--- src/rtl/irq_pending_latch_if.sv ---
// Bundle between irq_pending_latch and its surroundings: raw requests, mask,
// the link to the external priority encoder and the event handshake.
//
// Handshake: the latch (master) raises evt_valid and holds evt_idx stable
// until the consumer (slave) has evt_ready high at a rising clk edge; that
// edge is the transfer. evt_valid never depends combinationally on evt_ready.
interface irq_pending_latch_if;
  logic [7:0] req_in;
  logic [7:0] mask;
  logic       clr_all;
  logic [7:0] pend_out;
  logic [2:0] enc_idx;
  logic       enc_none;
  logic       evt_valid;
  logic [2:0] evt_idx;
  logic       evt_ready;
  logic [7:0] overflow;
  logic       dbg_state;  // 0 = IDLE, 1 = OFFER

  modport master (
    input  req_in, mask, clr_all, enc_idx, enc_none, evt_ready,
    output pend_out, evt_valid, evt_idx, overflow, dbg_state
  );

  modport slave (
    output req_in, mask, clr_all, enc_idx, enc_none, evt_ready,
    input  pend_out, evt_valid, evt_idx, overflow, dbg_state
  );
endinterface

--- src/rtl/irq_pending_latch.sv ---
// Synchronises 8 request lines, latches them into a sticky pending register,
// feeds the masked vector to an external priority encoder and offers the
// encoder result as one event per valid/ready transfer.
module irq_pending_latch #(
  parameter int SYNC_STAGES = 2,     // 2..4
  parameter bit EDGE_MODE   = 1'b1   // 1 = rising edge sets, 0 = level sets
) (
  input  logic                clk,
  input  logic                rst,
  irq_pending_latch_if.master bus
);

  typedef enum logic {
    IDLE  = 1'b0,
    OFFER = 1'b1
  } state_t;

  logic [SYNC_STAGES-1:0][7:0] r_sync;
  logic [7:0] r_s_d;
  logic [7:0] r_set;
  logic [7:0] r_pending;
  logic [7:0] r_overflow;
  logic [2:0] r_evt_idx;
  state_t     r_state;

  logic [7:0] w_s;
  logic [7:0] w_set_cond;
  logic       w_accept;
  logic [7:0] w_clear;
  state_t     w_state_nxt;
  logic [2:0] w_idx_nxt;

  assign w_s        = r_sync[SYNC_STAGES-1];
  assign w_set_cond = EDGE_MODE ? (w_s & ~r_s_d) : w_s;
  // A transfer during clr_all is discarded, so it must not clear anything.
  assign w_accept   = (r_state == OFFER) && bus.evt_ready && !bus.clr_all;
  assign w_clear    = w_accept ? (8'h01 << r_evt_idx) : 8'h00;

  // Synchroniser chain, edge history and registered set pulse.
  always_ff @(posedge clk) begin
    if (rst) begin
      r_sync <= '0;
      r_s_d  <= '0;
      r_set  <= '0;
    end else begin
      r_sync[0] <= bus.req_in;
      for (int k = 1; k < SYNC_STAGES; k++) r_sync[k] <= r_sync[k-1];
      r_s_d <= w_s;
      r_set <= w_set_cond;
    end
  end

  // Sticky pending and overflow; a set beats a clear on the same bit.
  always_ff @(posedge clk) begin
    if (rst || bus.clr_all) begin
      r_pending  <= '0;
      r_overflow <= '0;
    end else begin
      r_pending  <= (r_pending & ~w_clear) | r_set;
      r_overflow <= r_overflow | (r_set & r_pending & ~w_clear);
    end
  end

  // FSM state and captured event index.
  always_ff @(posedge clk) begin
    if (rst) begin
      r_state   <= IDLE;
      r_evt_idx <= 3'd0;
    end else begin
      r_state   <= w_state_nxt;
      r_evt_idx <= w_idx_nxt;
    end
  end

  // Next state: sample the encoder in IDLE, hold the event in OFFER.
  always_comb begin
    w_state_nxt = r_state;
    w_idx_nxt   = r_evt_idx;
    if (bus.clr_all) begin
      w_state_nxt = IDLE;
    end else begin
      case (r_state)
        IDLE: begin
          if (!bus.enc_none) begin
            w_state_nxt = OFFER;
            w_idx_nxt   = bus.enc_idx;
          end
        end
        OFFER: begin
          if (bus.evt_ready) w_state_nxt = IDLE;
        end
        default: w_state_nxt = IDLE;
      endcase
    end
  end

  assign bus.pend_out  = r_pending & ~bus.mask;
  assign bus.evt_valid = (r_state == OFFER);
  assign bus.evt_idx   = r_evt_idx;
  assign bus.overflow  = r_overflow;
  assign bus.dbg_state = (r_state == OFFER);

endmodule

--- src/flat_wrapper.sv ---
// flat-port wrapper written by rule: the top's interface ports become plain ports
module irq_pending_latch_flat 
#(
  parameter int SYNC_STAGES = 2,            
  parameter bit EDGE_MODE   = 1'b1                                          
)
  (clk, rst, bus_req_in, bus_mask, bus_clr_all, bus_enc_idx, bus_enc_none, bus_evt_ready, bus_pend_out, bus_evt_valid, bus_evt_idx, bus_overflow, bus_dbg_state);
  irq_pending_latch_if bus_i ();
  input  logic clk;
  input  logic rst;
  input wire logic [$bits(bus_i.req_in)-1:0] bus_req_in;
  input wire logic [$bits(bus_i.mask)-1:0] bus_mask;
  input wire logic [$bits(bus_i.clr_all)-1:0] bus_clr_all;
  input wire logic [$bits(bus_i.enc_idx)-1:0] bus_enc_idx;
  input wire logic [$bits(bus_i.enc_none)-1:0] bus_enc_none;
  input wire logic [$bits(bus_i.evt_ready)-1:0] bus_evt_ready;
  output wire logic [$bits(bus_i.pend_out)-1:0] bus_pend_out;
  output wire logic [$bits(bus_i.evt_valid)-1:0] bus_evt_valid;
  output wire logic [$bits(bus_i.evt_idx)-1:0] bus_evt_idx;
  output wire logic [$bits(bus_i.overflow)-1:0] bus_overflow;
  output wire logic [$bits(bus_i.dbg_state)-1:0] bus_dbg_state;
  assign bus_i.req_in = bus_req_in;
  assign bus_i.mask = bus_mask;
  assign bus_i.clr_all = bus_clr_all;
  assign bus_i.enc_idx = bus_enc_idx;
  assign bus_i.enc_none = bus_enc_none;
  assign bus_i.evt_ready = bus_evt_ready;
  assign bus_pend_out = bus_i.pend_out;
  assign bus_evt_valid = bus_i.evt_valid;
  assign bus_evt_idx = bus_i.evt_idx;
  assign bus_overflow = bus_i.overflow;
  assign bus_dbg_state = bus_i.dbg_state;
  irq_pending_latch #(.SYNC_STAGES(SYNC_STAGES), .EDGE_MODE(EDGE_MODE)) u_core (.clk(clk), .rst(rst), .bus(bus_i));
endmodule
--- config.mk ---
export PLATFORM = sky130hd
export DESIGN_NAME = irq_pending_latch_flat
export DESIGN_NICKNAME = d
export VERILOG_FILES = /design/src/rtl/irq_pending_latch_if.sv /design/src/rtl/irq_pending_latch.sv /design/src/flat_wrapper.sv
export SDC_FILE = /design/constraint.sdc
export NUM_CORES = 1
export LEC_CHECK = 0
export CORE_ASPECT_RATIO = 0.8
export CORE_UTILIZATION = 47
export CTS_CLUSTER_DIAMETER = 80
export DETAILED_ROUTE_END_ITERATION = 6
export PLACE_DENSITY = 0.78
export SLEW_MARGIN = 5
export SYNTH_ARGS = -nofsm -noshare
export SYNTH_HDL_FRONTEND = slang
export SYNTH_SLANG_ARGS = --single-unit
--- constraint.sdc ---
create_clock -name clk -period 1.5 [get_ports clk]
set_input_delay 0.15 -clock clk [delete_from_list [all_inputs] [get_ports clk]]
set_output_delay 0.15 -clock clk [all_outputs]
set_load 0.005 [all_outputs]
==> out/qor.csv <==
metric,value,unit
min_path_type,flip-flop to flip-flop,
grt_pass1_wl,4370,um
synth-simple-area-share,19.2,%
postLayoutCoreUtil,66.3,%
drtPass1Iterations,4,
vias_per_cell,4.72,
drcViolationCount,0,
wl_per_cell,10.6,um
worst_hold_slack,384,ps
regToRegStartpoint,u_core.bus.evt_idx[0],
synth_mux_area_share,1.77,%
cp_slowest_cell,clkdlybuf4s50_1,
synth_cell_types,23,
syn_nets,185,
dieArea,3860,um^2
crit_path_end_kind,output pin,
synthXorXnorAreaFrac,0,%
cp.buffers_inverters,1,
cp_max_fo,3,
nets,233,
tightest_slew,330,ps
hold_viol_final,0,
place.gp.congestion,0.761,
antenna_found_initial,0,
combPwrFrac,6.4,%
synth_compound_area_share,11.9,%
num_vias,1189,
crit_type,flip-flop to output pin,
cts_made_buffers,5,
drtAntennaViolNets,0,
fmax,0.689,GHz
clock_path_buffers,2,
p_leak,0.827,nW
fp.coreArea,3450,um^2
cp.required,1350,ps
setup_viol,0,
grtUsageTotal,14.5,%
peakVddDrop,0.000811,V
path_clk_slew,90,ps
cts_hold_buf,0,
multiInputGateArea,559,um^2
post_cts_buffers,0,
synthAdderAreaFrac,0,%
die_w,69.2,um
skew,3.70,ps
grt_max_degree,25,
internal_power,1.86,mW
slew_headroom,77.9,%
cts_tree,built,
cts_resized,3,
grt_pass1_vias,1062,
dieHeight,55.8,um
clock_sinks,52,
crit_path_start_kind,flip-flop,
area_delta_synth_final,34.6,%
p_per_area,1040,nW/um^2
port_buffers,44,
drt_iter0_markers,87,
drive_above_1_share,9.52,%
critPathTopFamily,buffers and inverters,
num_rows,19,
max_cap_violations,0,
outcome,completed,
cp_cell_sequence,nor2b_1 > clkdlybuf4s50_1,
synth_top_family_by_area,simple AND/OR/NAND/NOR gates,
yosysWarnings,0,
cts.htree.levels,2,
cts-root-buf,clkbuf_8,
arrival,1300,ps
ys_ff_latch,52,
drv_slew,0,
layout.cells.non_filler,252,
swShare,21.6,%
antennaDiodeCount,0,
period_share,96.8,%
syn-cell-area,1700,um^2
syn_inst,161,
clk_latency,290,ps
p_seq_share,60.9,%
clkPwrFrac,32.7,%
fin_crit,1450,ps
worst_hold_startpoint,u_core.r_s_d[3],
place_hpwl,2000,um
dp.cells,244,
overflow,0,
grt_setup_unrepaired,false,
wl,2680,um
slowest_delay,500,ps
ios,45,
startpoint,u_core.r_pending[6],
ys_seq_area_share,61.3,%
num-fill-cells,274,
seqCellArea,1050,um^2
initial_core_util,49.3,%
p_sw,0.510,mW
avgSynthCellArea,10.5,um^2
## cell type report
class | count | area share [%]
multi-input cells | 87 | 24.5
clock buffers | 5 | 3.01
clock inverters | 3 | 0.985
flip-flops and latches | 52 | 45.9
repair buffers | 47 | 20.7
well taps | 42 | 2.30
inverters | 16 | 2.63
## power groups by stage
stage | registers [mW] | logic (mW) | clock network, mW
6_report | 1.44 | 0.152 | 0.773
5_1_grt | 1.45 | 0.165 | 0.855
4_1_cts | 1.44 | 0.154 | 0.795
3_5_place_dp | 1.47 | 0.153 | 0
3_3_place_gp | 1.47 | 0.149 | 0
2_1_floorplan | 1.47 | 0.0625 | 0
## stage by stage
step / area [um^2] / setup TNS (ps) / setup WS (ps) / power [mW]
floorplan: 1700 / 0 / 393 / 1.53
global placement: 2190 / 0 / 75.8 / 1.62
detailed placement: 2190 / -4.90 / -4.90 / 1.63
CTS: 2280 / 0 / 8.74 / 2.39
global route: 2290 / 0 / 0.876 / 2.47
finish: 2290 / 0 / 47.8 / 2.37
## layout by cell type, fill, tap and decap left out
master           Yosys  layout
dfxtp_1             52      46
clkdlybuf4s50_1      0      43
nor2b_1             41      41
inv_1               16      16
a21oi_1             16      16
o211ai_1             6       6
dfxtp_2              0       6
clkbuf_8             0       5
mux2i_1              3       3
nor2_1               3       3
o21ai_0              3       3
o21ai_1              3       3
nand2b_1             2       2
o31ai_1              2       2
buf_4                1       2
or2_1                1       1
a211oi_1             1       1
nor3_2               1       1
nand4b_2             1       1
nand2_1              1       1
nand4bb_1            1       1
o311ai_1             1       1
o311ai_2             1       1
clkinv_2             0       1
inv_6                0       1
clkinv_4             0       1
dlygate4sd2_1        0       1
buf_12               0       1
## Yosys cell counts
library cell  count  area (um^2)
a211oi_1          1         7.51
a21oi_1          16         80.1
buf_2             3         15.0
buf_4             1         7.51
buf_6             1         11.3
clkbuf_1          1         3.75
dfxtp_1          52         1040
inv_1            16         60.1
mux2i_1           3         30.0
nand2_1           1         3.75
nand2b_1          2         12.5
nand4b_2          1         15.0
nand4bb_1         1         11.3
nor2_1            3         11.3
nor2b_1          41          257
nor3_2            1         10.0
o211ai_1          6         45.0
o21ai_0           3         15.0
o21ai_1           3         15.0
o311ai_1          1         8.76
o311ai_2          1         16.3
o31ai_1           2         15.0
or2_1             1         6.26
## path summary, 6_finish.rpt
path	end	slack, ps	cells after the start
worst max-delay path	bus_pend_out[6]	50	2
worst min-delay path	u_core.r_set[3]	380	1
worst max register to register	u_core.bus.overflow[1]	360	3
worst min register to register	u_core.r_set[3]	380	1
## registers in the layout (all words and copies together) (netlist names)
register              cells
u_core.bus.evt_idx        3
u_core.bus.dbg_state      1
u_core.w_s                8
u_core.r_set              8
u_core.r_pending          8
u_core.bus.overflow       8
u_core.r_sync             8
u_core.r_s_d              8
## metal layers
metal | wire length [um] | GRT usage [%] | up-vias
met5 | 0 | 0 | -
met4 | 46 | 7.58 | 0
met3 | 154 | 5.25 | 7
met2 | 1300 | 25.1 | 42
met1 | 1180 | 15.5 | 524
li1 | - | - | 616
## logic make-up after synthesis
| family | after synthesis |
|---|---|
| AOI/OAI and AO/OA | 33 |
| buffers and inverters | 22 |
| DFF | 52 |
| muxes | 3 |
| and+or+nand+nor | 51 |
Power figures use the tool's default switching activity.
==> RTL change 1: new RTL, same settings <==
`EDGE_MODE` is set to 1'b1 in 2 places; all go to 1'b0.
--- a/src/rtl/irq_pending_latch.sv
+++ b/src/rtl/irq_pending_latch.sv
@@ -4,5 +4,5 @@
 module irq_pending_latch #(
   parameter int SYNC_STAGES = 2,     // 2..4
-  parameter bit EDGE_MODE   = 1'b1   // 1 = rising edge sets, 0 = level sets
+  parameter bit EDGE_MODE   = 1'b0   // 1 = rising edge sets, 0 = level sets
 ) (
   input  logic                clk,
--- a/src/flat_wrapper.sv
+++ b/src/flat_wrapper.sv
@@ -3,5 +3,5 @@
 #(
   parameter int SYNC_STAGES = 2,            
-  parameter bit EDGE_MODE   = 1'b1                                          
+  parameter bit EDGE_MODE   = 1'b0                                          
 )
   (clk, rst, bus_req_in, bus_mask, bus_clr_all, bus_enc_idx, bus_enc_none, bus_evt_ready, bus_pend_out, bus_evt_valid, bus_evt_idx, bus_overflow, bus_dbg_state);
Formal check against the unedited RTL: not equivalent (Yosys sat finds a counterexample within 10 cycles, from zero or initial values and one cycle with rst high).
==> RTL change 1 against the original RTL <==
Sequential cell count is 8 lower. Cell area shrank 9.4%. Total power shrank 11%. Synthesized area is 13% lower. Wire length is 6.4% higher. Setup slack got worse by 0.0077 ns. Utilization rose by 5.8 points. Critical path type unchanged.
==> RTL change 1: results (changes against the original RTL) <==
| Metric | Value |
|---|---|
| Status | `finished, final reports clean` |
| Total number of vias | `1142 (-4.0%)` |
| GRT Overall Usage | `0.1923 (+0.04732)` |
| Max stage delay on crit path | `0.52 ns (+0.02 ns)` |
| Max rail drop VDD | `0.0007659 V (-5.6%)` |
| Number of global-route vias before repair | `1117 (+5.2%)` |
| Nets@finish | `217 (-6.9%)` |
| Largest net degree at the start of global routing | `28 (+12%)` |
| Post-Route WL | `2853 um (+6.4%)` |
| Clock skew | `0.003613 ns (-0.00008255 ns)` |
| Iter 0 DRT Violations | `54 (-38%)` |
| Routability cong. | `0.7871 (+3.4%)` |
| Register area share after synthesis | `0.5941 (-0.01902)` |
| Fill cells | `218 (-20%)` |
| Setup slack, reg-to-reg | `0.32 ns (-0.04 ns)` |
| Setup crit end | `bus_pend_out[7]` |
| Dpl ws | `-0.007760 ns (-0.002861 ns)` |
| Synth Net Count | `169 (-8.6%)` |
| Hpwl dp | `2058 um (+2.9%)` |
| Layout cells sized above 1 | `0.1237 (+0.02847)` |
| First-pass GRT wire length | `4747 um (+8.7%)` |
| Critical path launch point | `u_core.r_pending[7]` |
| Core Region | `0.002872 mm2 (-17%)` |
| Hold Path Class | `in -> reg` |
| Synth top area cells | `dfxtp_1 59%, nor2b_1 14%, a21oi_1 5.1%` |
==> RTL change 1: cell types whose count changed in the layout (fill, tap and decap cells not counted) <==
cell,unedited run,this run
a21oi_1,16,15
a21oi_2,0,1
clkinv_2,1,2
dfxtp_1,46,36
dfxtp_2,6,8
inv_6,1,0
nor2b_1,41,31
nor2b_2,0,2
o21ai_0,3,1
o21ai_1,3,5
o311ai_1,1,2
o311ai_2,1,0
==> RTL change 1: how the worst min path moves through the flow <==
| stage | end | slack, ns | cells after the start |
|---|---|---|---|
| 2_1_floorplan | u_core.r_sync[0] | 0.22 | 1 |
| 3_3_place_gp | u_core.w_s[5] | 0.42 | 1 |
| 3_5_place_dp | u_core.r_set[6] | 0.42 | 1 |
| 4_1_cts | u_core.r_sync[5] | 0.39 | 2 |
| 5_1_grt | u_core.r_sync[0] | 0.41 | 2 |
| 6_report | u_core.r_sync[5] | 0.39 | 2 |
==> RTL change 1: timing repair <==
item / CTS / global route
endpoints found under the setup margin: 3 / 7
gates resized for setup: 3 / 8
cloned: 0 / 0
==> RTL change 1: routing by layer <==
metal,track usage,routed length (um),vias up,share of wire
li1,-,-,568,-
met1,0.2044,1257,517,0.44
met2,0.3368,1325,46,0.46
met3,0.05000,188,11,0.066
met4,0.1333,83,0,0.029
met5,0,0,-,0
==> RTL change 1: layout make-up <==
type                       count  area (um2)  share of cell area
clock inverter                 3       18.77            0.009063
clock buffer                   5       68.82             0.03323
sequential                    44       890.9              0.4302
tap                           38       47.55             0.02296
multi-input combinational     79       510.5              0.2465
inverter                      16       60.06             0.02900
timing repair buffer          47       474.2              0.2290
==> RTL change 1: cell families (layout without fill, tap and decap cells) <==
family,count (synthesis),count (layout),share of synthesized area
compound gates,33,33,0.1342
simple gates,43,43,0.1865
buf+inv,22,71,0.06498
mux,3,3,0.02025
flops,44,44,0.5941
==> RTL change 1: power by group <==
group	internal (mW)	switching (mW)
clock network	0.324	0.405
registers	1.20	0.0200
logic	0.0999	0.0504
total	1.63	0.476
==> RTL change 1: worst max-delay path: cells and delay by family (launching register included) <==
family	cells	cell delay [ns]
DFF	1	0.35
and+or+nand+nor	1	0.14
buffers and inverters	1	0.52
==> RTL change 1: metrics by stage <==
stage | std cells | util
after detailed placement | 224 | 0.6858
after CTS | 232 | 0.7168
after global routing | 232 | 0.7211
after floorplan | 145 | -
after global placement | 224 | 0.6858
final | 232 | 0.7211
==> RTL change 2: new RTL, config.mk and constraints unchanged <==
Without the edit above. Register the output `bus.dbg_state`, without a reset; this adds one clock of latency there.
--- a/src/rtl/irq_pending_latch.sv
+++ b/src/rtl/irq_pending_latch.sv
@@ -99,5 +99,7 @@
   assign bus.evt_idx   = r_evt_idx;
   assign bus.overflow  = r_overflow;
-  assign bus.dbg_state = (r_state == OFFER);
+  always_ff @(posedge clk) begin
+    bus.dbg_state <= (r_state == OFFER);
+  end
 
 endmodule
Behaviour: not the same (a bounded check fails within 4 cycles, from zero or initial values and one cycle with rst high).
==> RTL change 2 against the original RTL <==
Sequential cell count up 1. Synthesized area increased by 0.74%. Cell area up 1.5%. Wire length is 10% higher. Via count up 1.2%. Setup slack improved by 0.0016 ns. Global-route usage rose by 2.5 points. First-iteration DRC count is 5.7% lower. Utilization is 0.98 points higher. Total power grew 3.9%. Clock power is 8.2% higher. Register-to-register slack lost 0.08 ns. Non-clock buffer count stayed put. Critical endpoint is now bus_pend_out[2]. Highest routed layer unchanged.
==> RTL change 2: results (changes against the original RTL) <==
| Metric | Value |
|---|---|
| First-pass GRT wire length | `5043 um (+15%)` |
| Register area share after synthesis | `0.6203 (+0.007219)` |
| Routability cong. | `0.7610 (about the same)` |
| WHS Path Cells | `2 (+1)` |
| Critical hold path startpoint | `bus_req_in[5]` |
| Top post-synthesis cells by count | `53 x dfxtp_1, 41 x nor2b_1, 16 x a21oi_1, 16 x inv_1, 6 x o211ai_1` |
| Dpl ws | `0.02615 ns (+0.03105 ns)` |
| Layout cells sized above 1 | `0.1090 (+0.01377)` |
| Leak | `0.8311 nW (+0.45%)` |
| Nets@finish | `234 (+0.43%)` |
| Hold Path Class | `in -> reg` |
| Clock skew | `0.007924 ns (+0.004229 ns)` |
| Number of global-route vias before repair | `1160 (+9.2%)` |
| Post-synth cell types | `22 (-4.3%)` |
| Hold path endpoint | `u_core.r_sync[5]` |
| Root Buffer | `clkbuf_8` |
| Hold WS | `0.3854 ns (+0.0009390 ns)` |
| Synth top area cells | `dfxtp_1 62%, nor2b_1 15%, a21oi_1 4.7%` |
| Drt via density | `4.755 (+0.78%)` |
| R2R depth | `4 (+1)` |
| Post-Route WL | `2956 um (+10%)` |
| Fill cells | `266 (-2.9%)` |
| Status | `finished, final reports clean` |
| Avg WL per Cell | `11.68 um (+9.8%)` |
| Hpwl dp | `2101 um (+5.0%)` |
| Setup slack, reg-to-reg | `0.28 ns (-0.08 ns)` |
| YS warnings | `0 (unchanged)` |
| Worst-margin pin slew | `0.3283 ns (-0.001683 ns)` |
| Max rail drop VDD | `0.0007638 V (-5.8%)` |
| Iter 0 DRT Violations | `82 (-5.7%)` |
| GRT Overall Usage | `0.1704 (+0.02546)` |
-- RTL change 2: cell count changes after synthesis --
cell     change
buf_4        -1
dfxtp_1      +1
-- RTL change 2: cell families after synthesis --
logic type	share of synthesized area
DFF	0.6203
and+or+nand+nor	0.1909
AOI/OAI and AO/OA	0.1185
buffers and inverters	0.05267
muxes	0.01756
-- RTL change 2: routing by layer --
metal  routed length, um  GRT usage  vias up
li1                    -          -      618
met1                1279     0.1851      533
met2                1452     0.2885       50
met3                 198    0.07428        2
met4                  26    0.07580        0
met5                   0          0        -
-- RTL change 2: area by class of cell --
| cell class | instances | share of cell area |
|---|---|---|
| flip-flops and latches | 53 | 0.4617 |
| multi-input cells | 87 | 0.2422 |
| repair buffers | 47 | 0.2050 |
| clock buffers | 6 | 0.03560 |
| inverters | 16 | 0.02589 |
| well taps | 42 | 0.02265 |
| clock inverters | 2 | 0.007012 |
-- RTL change 2: timing repair --
| item | in CTS | in global routing |
|---|---|---|
| endpoints found under the setup margin | 3 | 6 |
| hold buffers | 0 | 0 |
| pin swaps | 0 | 0 |
| resized for setup | 3 | 6 |
-- RTL change 2: worst max-delay path by stage --
stage / startpoint / to / slack [ns] / cells after the start
6_report: u_core.r_pending[2] / bus_pend_out[2] / 0.05 / 2
5_1_grt: u_core.r_pending[2] / bus_pend_out[2] / 0.0003 / 2
4_1_cts: u_core.r_pending[0] / bus_pend_out[0] / 0.01 / 2
3_5_place_dp: bus_clr_all / u_core.bus.overflow[1] / 0.03 / 4
3_3_place_gp: bus_clr_all / u_core.bus.overflow[1] / 0.08 / 4
2_1_floorplan: u_core.bus.evt_valid / u_core.bus.overflow[0] / 0.40 / 4
-- RTL change 2: report_power, final --
part           internal [mW]  switching, mW  leakage, nW
Combinational          0.102         0.0516        0.347
Sequential              1.45         0.0227        0.436
Clock                  0.380          0.455       0.0478
-- RTL change 2: stage by stage --
stage / power [mW] / util / cell area, um2
2_1_floorplan: 1.557 / - / 1710
3_3_place_gp: 1.649 / 0.6407 / 2208
3_5_place_dp: 1.657 / 0.6407 / 2208
4_1_cts: 2.491 / 0.6708 / 2312
5_1_grt: 2.578 / 0.6730 / 2320
6_report: 2.460 / 0.6730 / 2320
-- RTL change 2: critical path, cell delays in order (launching register included) --
cell	delay (ns)
dfxtp_1	0.37
nor2b_1	0.13
clkdlybuf4s50_1	0.50
